**src/rtl/digit_entry_n_if.sv**
```systemverilog
// -----------------------------------------------------------------------------
// digit_entry_n_if
//   Keypad-side bundle for the N-digit code-entry register.
//   Button levels (debounced, clk-synchronous) flow from the keypad (master)
//   to the entry register (slave); the live digits, the selector and the
//   committed code snapshot flow back.
//
//   Signals
//     up, down, slide, slide_back, clear, enter : button levels
//     digits     [4*NUM_DIGITS-1:0] : live digit values, digit i at [4i+3:4i]
//     sel        [SEL_W-1:0]        : index of the selected digit
//     code_out   [4*NUM_DIGITS-1:0] : snapshot taken at the last commit
//     code_valid                    : one-cycle pulse when code_out updates
//
//   Modports
//     master : keypad / test driver side
//     slave  : digit_entry_n side
// -----------------------------------------------------------------------------
interface digit_entry_n_if #(
  parameter int NUM_DIGITS = 4,
  parameter int SEL_W      = 2
);
  logic                    up;
  logic                    down;
  logic                    slide;
  logic                    slide_back;
  logic                    clear;
  logic                    enter;
  logic [4*NUM_DIGITS-1:0] digits;
  logic [SEL_W-1:0]        sel;
  logic [4*NUM_DIGITS-1:0] code_out;
  logic                    code_valid;

  modport master (
    output up, down, slide, slide_back, clear, enter,
    input  digits, sel, code_out, code_valid
  );

  modport slave (
    input  up, down, slide, slide_back, clear, enter,
    output digits, sel, code_out, code_valid
  );
endinterface

```
**src/rtl/digit_entry_n.sv**
```systemverilog
// -----------------------------------------------------------------------------
// digit_entry_n
//   N-digit code-entry register for the safe keypad path. Debounced button
//   levels are turned into single-step edit events on a per-digit counter
//   array; enter publishes the entered code as a one-cycle-valid snapshot.
//
//   Optional feature macro: AUTO_REPEAT_EN
//     defined   : holding exactly one of up/down auto-repeats the step after
//                 REPEAT_DELAY cycles, then every REPEAT_PERIOD cycles.
//     undefined : exactly one step per rising edge of up/down.
//
//   Ports
//     clk : system clock, rising edge
//     rst : asynchronous, active-high reset
//     kp  : digit_entry_n_if.slave (button levels in; digits, sel,
//           code_out, code_valid out)
//
//   Per-cycle priority (one action per cycle, losers are discarded):
//     clear > enter > slide/slide_back > up/down
// -----------------------------------------------------------------------------
module digit_entry_n #(
  parameter int NUM_DIGITS    = 4,
  parameter int DIGIT_MAX     = 9,
  parameter int SEL_W         = 2,
  parameter int REPEAT_DELAY  = 25_000_000,
  parameter int REPEAT_PERIOD = 5_000_000
) (
  input logic            clk,
  input logic            rst,
  digit_entry_n_if.slave kp
);

  localparam logic [3:0]       DMAX    = 4'(DIGIT_MAX);
  localparam logic [SEL_W-1:0] SEL_TOP = SEL_W'(NUM_DIGITS - 1);

  // Button vector layout: {clear, enter, slide, slide_back, up, down}
  localparam int B_CLEAR = 5;
  localparam int B_ENTER = 4;
  localparam int B_SLIDE = 3;
  localparam int B_BACK  = 2;
  localparam int B_UP    = 1;
  localparam int B_DOWN  = 0;

  logic [5:0] btn_d, btn_q;     // edge history
  logic [5:0] ev;               // rising-edge events this cycle

  logic [SEL_W-1:0]        sel_d, sel_q;
  logic [4*NUM_DIGITS-1:0] code_d, code_q;
  logic                    code_valid_d, code_valid_q;
  logic [4*NUM_DIGITS-1:0] digits_flat;

  logic higher_ev;              // any event that outranks up/down
  logic edit_up, edit_down;     // accepted edge edits
  logic step_up, step_down;     // final step applied to the selected digit

  assign btn_d = {kp.clear, kp.enter, kp.slide, kp.slide_back, kp.up, kp.down};
  assign ev    = btn_d & ~btn_q;

  assign higher_ev = ev[B_CLEAR] | ev[B_ENTER] | ev[B_SLIDE] | ev[B_BACK];
  assign edit_up   = ~higher_ev & ev[B_UP]   & ~ev[B_DOWN];
  assign edit_down = ~higher_ev & ev[B_DOWN] & ~ev[B_UP];

`ifdef AUTO_REPEAT_EN
  logic [31:0] hold_cnt_d, hold_cnt_q;
  logic [31:0] hold_cnt_inc;
  logic        rep_armed_d, rep_armed_q;  // an up/down edge was accepted and is still held
  logic        rep_up_d, rep_up_q;        // 1: repeating up, 0: repeating down
  logic        hold_ok;
  logic        rep_fire;

  // The register holds the count of the previous held cycle, so the count of
  // the current cycle is hold_cnt_q+1; the press-edge cycle itself is count 0.
  always_comb begin
    hold_cnt_inc = hold_cnt_q + 32'd1;
    hold_ok      = rep_armed_q & ~higher_ev &
                   (rep_up_q ? (kp.up & ~kp.down) : (kp.down & ~kp.up));
    rep_fire     = 1'b0;
    hold_cnt_d   = 32'd0;
    rep_armed_d  = 1'b0;
    rep_up_d     = rep_up_q;
    if (edit_up & ~kp.down) begin
      rep_armed_d = 1'b1;
      rep_up_d    = 1'b1;
    end else if (edit_down & ~kp.up) begin
      rep_armed_d = 1'b1;
      rep_up_d    = 1'b0;
    end else if (hold_ok) begin
      rep_armed_d = 1'b1;
      if (hold_cnt_inc == 32'(REPEAT_DELAY)) begin
        rep_fire   = 1'b1;
        // Reload so the next step lands REPEAT_PERIOD cycles later.
        hold_cnt_d = 32'(REPEAT_DELAY - REPEAT_PERIOD);
      end else begin
        hold_cnt_d = hold_cnt_inc;
      end
    end
  end

  always_ff @(posedge clk or posedge rst) begin
    if (rst) begin
      hold_cnt_q  <= 32'd0;
      rep_armed_q <= 1'b0;
      rep_up_q    <= 1'b0;
    end else begin
      hold_cnt_q  <= hold_cnt_d;
      rep_armed_q <= rep_armed_d;
      rep_up_q    <= rep_up_d;
    end
  end

  assign step_up   = edit_up   | (rep_fire &  rep_up_q);
  assign step_down = edit_down | (rep_fire & ~rep_up_q);
`else
  // Repeat timing is only meaningful with auto-repeat built in.
  logic unused_repeat_cfg;
  assign unused_repeat_cfg = (REPEAT_DELAY != 0) ^ (REPEAT_PERIOD != 0);

  assign step_up   = edit_up;
  assign step_down = edit_down;
`endif

  // Per-digit counters; only the selected digit ever steps.
  generate
    for (genvar gi = 0; gi < NUM_DIGITS; gi++) begin : g_digit
      logic [3:0] digit_d, digit_q;
      logic       is_sel;

      assign is_sel = (sel_q == SEL_W'(gi));

      always_comb begin
        digit_d = digit_q;
        if (ev[B_CLEAR]) begin
          digit_d = 4'd0;
        end else if (is_sel && step_up) begin
          digit_d = (digit_q == DMAX) ? 4'd0 : digit_q + 4'd1;
        end else if (is_sel && step_down) begin
          digit_d = (digit_q == 4'd0) ? DMAX : digit_q - 4'd1;
        end
      end

      always_ff @(posedge clk or posedge rst) begin
        if (rst) digit_q <= 4'd0;
        else     digit_q <= digit_d;
      end

      assign digits_flat[4*gi +: 4] = digit_q;
    end
  endgenerate

  always_comb begin
    sel_d = sel_q;
    if (ev[B_CLEAR]) begin
      sel_d = '0;
    end else if (!ev[B_ENTER]) begin
      // slide and slide_back together cancel out
      if (ev[B_SLIDE] && !ev[B_BACK]) begin
        sel_d = (sel_q == SEL_TOP) ? '0 : sel_q + SEL_W'(1);
      end else if (ev[B_BACK] && !ev[B_SLIDE]) begin
        sel_d = (sel_q == '0) ? SEL_TOP : sel_q - SEL_W'(1);
      end
    end
  end

  always_comb begin
    code_d       = code_q;
    code_valid_d = 1'b0;
    if (!ev[B_CLEAR] && ev[B_ENTER]) begin
      code_d       = digits_flat;
      code_valid_d = 1'b1;
    end
  end

  always_ff @(posedge clk or posedge rst) begin
    if (rst) begin
      btn_q        <= 6'd0;
      sel_q        <= '0;
      code_q       <= '0;
      code_valid_q <= 1'b0;
    end else begin
      btn_q        <= btn_d;
      sel_q        <= sel_d;
      code_q       <= code_d;
      code_valid_q <= code_valid_d;
    end
  end

  assign kp.digits     = digits_flat;
  assign kp.sel        = sel_q;
  assign kp.code_out   = code_q;
  assign kp.code_valid = code_valid_q;

endmodule

```
**src/flat_wrapper.sv**
```systemverilog
// flat-port wrapper written by rule: the top's interface ports become plain ports
module digit_entry_n_flat 
#(
  parameter int NUM_DIGITS    = 4,
  parameter int DIGIT_MAX     = 9,
  parameter int SEL_W         = 2,
  parameter int REPEAT_DELAY  = 25_000_000,
  parameter int REPEAT_PERIOD = 5_000_000
)
  (clk, rst, kp_up, kp_down, kp_slide, kp_slide_back, kp_clear, kp_enter, kp_digits, kp_sel, kp_code_out, kp_code_valid);
  digit_entry_n_if #(.NUM_DIGITS(NUM_DIGITS), .SEL_W(SEL_W)) kp_i ();
  input logic clk;
  input logic rst;
  input wire logic [$bits(kp_i.up)-1:0] kp_up;
  input wire logic [$bits(kp_i.down)-1:0] kp_down;
  input wire logic [$bits(kp_i.slide)-1:0] kp_slide;
  input wire logic [$bits(kp_i.slide_back)-1:0] kp_slide_back;
  input wire logic [$bits(kp_i.clear)-1:0] kp_clear;
  input wire logic [$bits(kp_i.enter)-1:0] kp_enter;
  output wire logic [$bits(kp_i.digits)-1:0] kp_digits;
  output wire logic [$bits(kp_i.sel)-1:0] kp_sel;
  output wire logic [$bits(kp_i.code_out)-1:0] kp_code_out;
  output wire logic [$bits(kp_i.code_valid)-1:0] kp_code_valid;
  assign kp_i.up = kp_up;
  assign kp_i.down = kp_down;
  assign kp_i.slide = kp_slide;
  assign kp_i.slide_back = kp_slide_back;
  assign kp_i.clear = kp_clear;
  assign kp_i.enter = kp_enter;
  assign kp_digits = kp_i.digits;
  assign kp_sel = kp_i.sel;
  assign kp_code_out = kp_i.code_out;
  assign kp_code_valid = kp_i.code_valid;
  digit_entry_n #(.NUM_DIGITS(NUM_DIGITS), .DIGIT_MAX(DIGIT_MAX), .SEL_W(SEL_W), .REPEAT_DELAY(REPEAT_DELAY), .REPEAT_PERIOD(REPEAT_PERIOD)) u_core (.clk(clk), .rst(rst), .kp(kp_i));
endmodule
```
**config.mk**
```make
export PLATFORM = sky130hd
export DESIGN_NAME = digit_entry_n_flat
export DESIGN_NICKNAME = d
export VERILOG_FILES = /design/src/rtl/digit_entry_n_if.sv /design/src/rtl/digit_entry_n.sv /design/src/flat_wrapper.sv
export SDC_FILE = /design/constraint.sdc
export NUM_CORES = 1
export LEC_CHECK = 0
export ABC_AREA = 1
export BUFFER_PORTS_ARGS = -buffer_cell sky130_fd_sc_hd__clkbuf_2
export CORE_MARGIN = 1.5
export CORE_UTILIZATION = 60
export DETAILED_ROUTE_END_ITERATION = 10
export GPL_ROUTABILITY_DRIVEN = 0
export PLACE_DENSITY = 0.85
export SLEW_MARGIN = 20
export SYNTH_ARGS = -nofsm -noshare
export SYNTH_HDL_FRONTEND = slang
export SYNTH_SLANG_ARGS = --single-unit
export TNS_END_PERCENT = 10
```
**constraint.sdc**
```tcl
create_clock -name clk -period 4.35 [get_ports clk]
set_clock_uncertainty 0.2 [all_clocks]
set_input_delay 0.6525 -clock clk [delete_from_list [all_inputs] [get_ports clk]]
set_output_delay 0.6525 -clock clk [all_outputs]
set_load 0.02 [all_outputs]
```
### After elaboration in Yosys (flattened, before gate mapping)

Cells that the tools add are included.

* bits in registers: 41
* input bits: 8
* output and inout port bits: 35
* logic and storage cells: 90

* add/sub/neg operators: 10
* equality and inequality tests: 8
* mux-type cells: 27
* bitwise logic cells: 12
* reductions and logical operators: 25

Operator list (number)
* two-way mux 4 bit: 20
* adder 4 x 1 -> 4 bit (second input constant): 4
* == test 4 bit (second input constant): 4
* logical NOT 4 bit: 4
* subtractor 4 x 1 -> 4 bit (second input constant): 4
* nonzero test 3 bit: 5
* two-way mux 2 bit: 6
* logical AND 1 bit: 11
* bitwise AND 6 bit: 1
* inverter 6 bit: 1
* bitwise AND 1 bit: 4
* == test 2 bit (second input constant): 2
* logical NOT 1 bit: 3
* inverter 1 bit: 3
* OR 1 bit: 3
* adder 2 x 1 -> 2 bit (second input constant): 1
* == test 2 x 1 -> 1 bit (second input constant): 1
* logical NOT 2 bit: 1
* inequality test 2 x 1 -> 1 bit (second input constant): 1
* AND reduction 2 bit: 1
* subtractor 2 x 1 -> 2 bit (second input constant): 1
* two-way mux 1 bit: 1

### Longest topological paths before layout

* depth in word-level cells: 12
* gate-level depth with buffers: 10
* gate-level depth less buffers: 9

### Worst setup path after synthesis

No wires, ideal clock.

* path type: input-to-reg
* start point: in kp_up
* end point: reg u_core.g_digit[0].digit_q[2]
* library setup time: 118 ps
* arrival: 1423 ps
* required time: 4032 ps
* setup slack: 2610 ps
* stages on the path: 8
* path buffers: 2
* cell sequence: inv_2 > nor2_4 > and2_1 > buf_6 > buf_2 > nand4_1 > nand3_1 > nand2_1

* word-level cells in the longest chain between the ends: 6
* elaborated cells on any way between the ends: 10
* those cells by class: mux (2); bitwise (5); reduce/logical (3)

Ends and longest elaborated chain
* start: declaration: RTL line flat_wrapper.sv:14 `input wire logic [$bits(kp_i.up)-1:0] kp_up;`
* bitwise AND 6 bit (*): RTL line digit_entry_n.sv:57 `assign ev = btn_d & ~btn_q;`
* bitwise AND 1 bit (2 in a row): RTL line digit_entry_n.sv:60 `assign edit_up = ~higher_ev & ev[B_UP] & ~ev[B_DOWN];`
* logical AND 1 bit: RTL line digit_entry_n.sv:134 `end else if (is_sel && step_up) begin`
* two-way mux 4 bit: RTL line digit_entry_n.sv:134
* two-way mux 4 bit: RTL line digit_entry_n.sv:132 `if (ev[B_CLEAR]) begin`
* end signal: assignment: RTL line digit_entry_n.sv:143 `else digit_q <= digit_d;`
* end: declaration: RTL line digit_entry_n.sv:125 `logic [3:0] digit_d, digit_q;`

Every way passes the cells marked *; elsewhere a longest branch is shown, timed or not.
A chain may end at the register's enable or synchronous reset.

### Worst setup path in the final report

* start point: in kp_clear
* end point: reg u_core.g_digit[3].digit_q[1]

* word-level cells in the longest chain between the ends: 10
* elaborated cells on any way between the ends: 14
* those cells by class: mux (2); bitwise (9); reduce/logical (3)

Ends and longest elaborated chain
* start: declaration: RTL line flat_wrapper.sv:18 `input wire logic [$bits(kp_i.clear)-1:0] kp_clear;`
* bitwise AND 6 bit (*): RTL line digit_entry_n.sv:57
* OR 1 bit (3 in a row): RTL line digit_entry_n.sv:59 `assign higher_ev = ev[B_CLEAR] | ev[B_ENTER] | ev[B_SLIDE] | ev[B_BACK];`
* inverter 1 bit: RTL line digit_entry_n.sv:60, digit_entry_n.sv:61
* bitwise AND 1 bit (2 in a row): RTL line digit_entry_n.sv:60
* logical AND 1 bit: RTL line digit_entry_n.sv:134
* two-way mux 4 bit: RTL line digit_entry_n.sv:134
* two-way mux 4 bit: RTL line digit_entry_n.sv:132
* end signal: assignment: RTL line digit_entry_n.sv:143
* end: declaration: RTL line digit_entry_n.sv:125

Marks and branches as above.

==> qor.log <==
qor: synthesis.syn_nets 322
qor: power.p_per_area 426 nW/um2
qor: grt.globalRouteTotalUtil 0.256
qor: synthesis.synth_enable_flop_cells 0
qor: synthesis.synth.top_cells.by_area dfrtp_1 (43%), nand2_1 (16%), nand4_1 (8.3%), nand3_1 (3.3%), o21ai_1 (3.1%)
qor: clocking.post_cts_resized 0
qor: synthesis.yosys.cell_types.count 29
qor: synthesis.synth_area 2400 um2
qor: worst_setup_path.worst_setup_path_end_kind flip-flop
qor: layout.post-route-cell-area 2710 um2
qor: routing.antenna_left 0
qor: clocking.worstSkewPairLatency 0.29 ns
qor: clocking.cts_setup_buffers 0
qor: routing.post_drt_via_cell_ratio 5.48
qor: layout.multiInputGateArea 1190 um2
qor: timing.final_slew_violations 0
qor: clocking.cts-buffers-inserted 5
qor: synthesis.postSynthAreaPerCell 7.77 um2
qor: timing.rsz0062_at_grt false
qor: worst_setup_path.timing.critical_path.required 4.34 ns
qor: layout.fill_cells 309
qor: timing.finalHoldViolations 0
qor: min_path.worst_hold_path_type in -> async
qor: routing.remaining_design_rule_violation_count 0
qor: synthesis.synth_area_leader_cell dfrtp_1
qor: worst_setup_path.cp_max_fo 20
qor: timing.tightestPinTransition 0.736 ns
qor: placement.post-dp-hpwl 3.48 mm
qor: run_status.status finished, final reports clean
qor: layout.nets 360
qor: worst_setup_path.crit-reg2reg-capture u_core.g_digit[3].digit_q[1]
qor: die.dieWidth 66.2 um
qor: grt.grt_first_pass_wirelength 8.63 mm
qor: placement.port_buffers 42
qor: clocking.postCtsHoldBufs 0
qor: worst_setup_path.worstSetupEndpoint u_core.g_digit[3].digit_q[1]
qor: layout.count_of_antenna_diodes_in_the_layout 0
qor: routing.detailroute.via_count 2,171
qor: synthesis.asyncSetResetFlopFracSynth 1.00
qor: layout.final_cell_mix nand2_1 (103), clkbuf_2 (42), dfrtp_1 (41)
qor: timing.finalSetupTns 0 ns
qor: synthesis.post_synth_inst_count 309
qor: synthesis.ys_ff_latch 41
qor: worst_setup_path.critPathLaunch kp_clear
qor: placement.placed_area 2600 um2
qor: routing.totalWireLength 5.00 mm
qor: clocking.clock_tree.root_cell clkbuf_8
qor: grt.first_global_vias 1,957
qor: worst_setup_path.worst-setup-path-type in -> reg
qor: die.pin_count 43
qor: layout.final_layout_size_suffix_gt1_frac 0.241
qor: die.std_cell_rows 22
qor: die.fp.dieArea 4390 um2
qor: routing.drt_iter0_markers 185
qor: power.irDropWorstVdd 243 uV
qor: synthesis.synth-seq-area-share 0.428
qor: timing.max_slew_margin 0.510
qor: synthesis.synth-main-ff-cell dfrtp_1
qor: power.total_leakage_power 1.44 nW
qor: timing.period_minus_slack 2.11 ns
qor: grt.overflow_left_after_global_routing 0
qor: worst_setup_path.regToRegStartpoint u_core.btn_q[5]
qor: layout.most_frequent_standard_cell_in_the_layout_excluding_fill_and_tap_cells nand2_1
qor: die.die_height 66.2 um
qor: clocking.tritoncts yes
qor: die.initial_standard_cell_utilization_of_the_core 0.641
qor: timing.final_min_period_over_clock_period 0.484
qor: job.max-cap-violations 0
qor: grt.grt_antenna_before_repair 0
qor: synthesis.synth_top_cell_area_share 0.428
qor: clocking.cts_sinks 41
qor: die.core_area 3740 um2
qor: worst_setup_path.cp.arrival 2.09 ns
qor: worst_setup_path.ff2ff_path_depth 9
qor: clocking.h-tree-depth 2
qor: timing.max_freq 475 MHz
qor: layout.area_delta_synth_final 13.0%
qor: routing.detailed_router_iteration_count_before_antenna_repair 4
qor: synthesis.synthesis.yosys.warnings 0
qor: placement.dp_worst_setup_slack 1.98 ns
qor: timing.finalSetupViolations 0
qor: worst_setup_path.startpoint_type primary input
qor: routing.post_drt_wl_per_cell 12.6 um
qor: worst_setup_path.r2r_setup_slack 2.35 ns
qor: timing.post-route-worst-setup-slack 2.24 ns
qor: clocking.clk_pin_slew 0.07 ns
qor: clocking.clock_tree.buffer_depth 2
qor: layout.seqCellArea 1030 um2
qor: grt.grt_start_max_net_pins 42
## critical path: stages
cell and delay (ns):
clkbuf_2 0.12, nand2_4 0.21, nand2_4 0.08, nor2_4 0.48, nand3_2 0.27, nand2_1 0.13, nand2_1 0.05, nand2_1 0.05
nand2_1 0.04
## per-layer routing
layer | routed length (um) | up-vias | track usage | share of wire
li1 | - | 1106 | - | -
met1 | 2380 | 1005 | 0.343 | 0.48
met2 | 2340 | 56 | 0.414 | 0.47
met3 | 238 | 4 | 0.0613 | 0.048
met4 | 37 | 0 | 0.0740 | 0.0074
met5 | 0 | - | 0 | 0
## flip-flops by register name, summed over array words and instances (netlist names)
signal / cells
u_core.btn_q: 6
u_core.kp.code_out: 16
u_core.g_digit.digit_q: 16
u_core.kp.code_valid: 1
u_core.kp.sel: 2
## synth_stat cells (2+ instances only)
cell / n
inv_2: 15
o22ai_1: 2
a21oi_1: 4
nor2_4: 2
inv_1: 10
nand3_1: 16
nor2_1: 18
nand3_4: 3
xor2_1: 2
nand3_2: 5
dfrtp_1: 41
o21ai_0: 12
nand2_1: 103
nand4_1: 32
nand2_4: 3
o21ai_1: 15
clkbuf_1: 7
ha_1: 5
nand2_2: 4
## cell families after synthesis
logic type                 share of synthesized area
xor gates and xnor gates                     0.00730
AOI/OAI and AO/OA                             0.0735
buffers and inverters                         0.0746
adders and majority gates                     0.0261
DFF                                            0.428
and+or+nand+nor                                0.391
## layout make-up
class / count / area share
Multi-Input combinational cell: 230 / 0.440
Sequential cell: 41 / 0.378
Timing Repair Buffer: 43 / 0.0803
Inverter: 26 / 0.0360
Clock buffer: 7 / 0.0318
Tap cell: 48 / 0.0221
Clock inverter: 1 / 0.0111
## report_power, final
group	leakage, nW	switching, mW	internal [mW]
combinational	0.832	0.242	0.118
sequential	0.550	0.0557	0.427
clock	0.0585	0.127	0.187
## per-stage QoR
stage | util | hold WS [ns] | std cells | total power [mW]
finish | 0.725 | 0.249 | 396 | 1.16
global route | 0.725 | 0.268 | 396 | 1.23
CTS | 0.725 | 0.270 | 396 | 1.16
detailed placement | 0.694 | 0.276 | 388 | 0.843
global placement | 0.694 | 0.254 | 388 | 0.834
floorplan | - | 0.318 | 309 | 0.752
## how the worst min path moves through the flow
stage | to | slack [ns] | cells past startpoint
detailed placement | u_core.kp.code_out[1] | 0.28 | 2
global route | u_core.btn_q[3] | 0.27 | 1
CTS | u_core.kp.code_out[15] | 0.27 | 3
floorplan | u_core.kp.code_valid | 0.32 | 3
finish | u_core.g_digit[3].digit_q[2] | 0.25 | 3
global placement | u_core.kp.code_out[1] | 0.25 | 2
No activity file was read; power rests on OpenSTA's default activity.
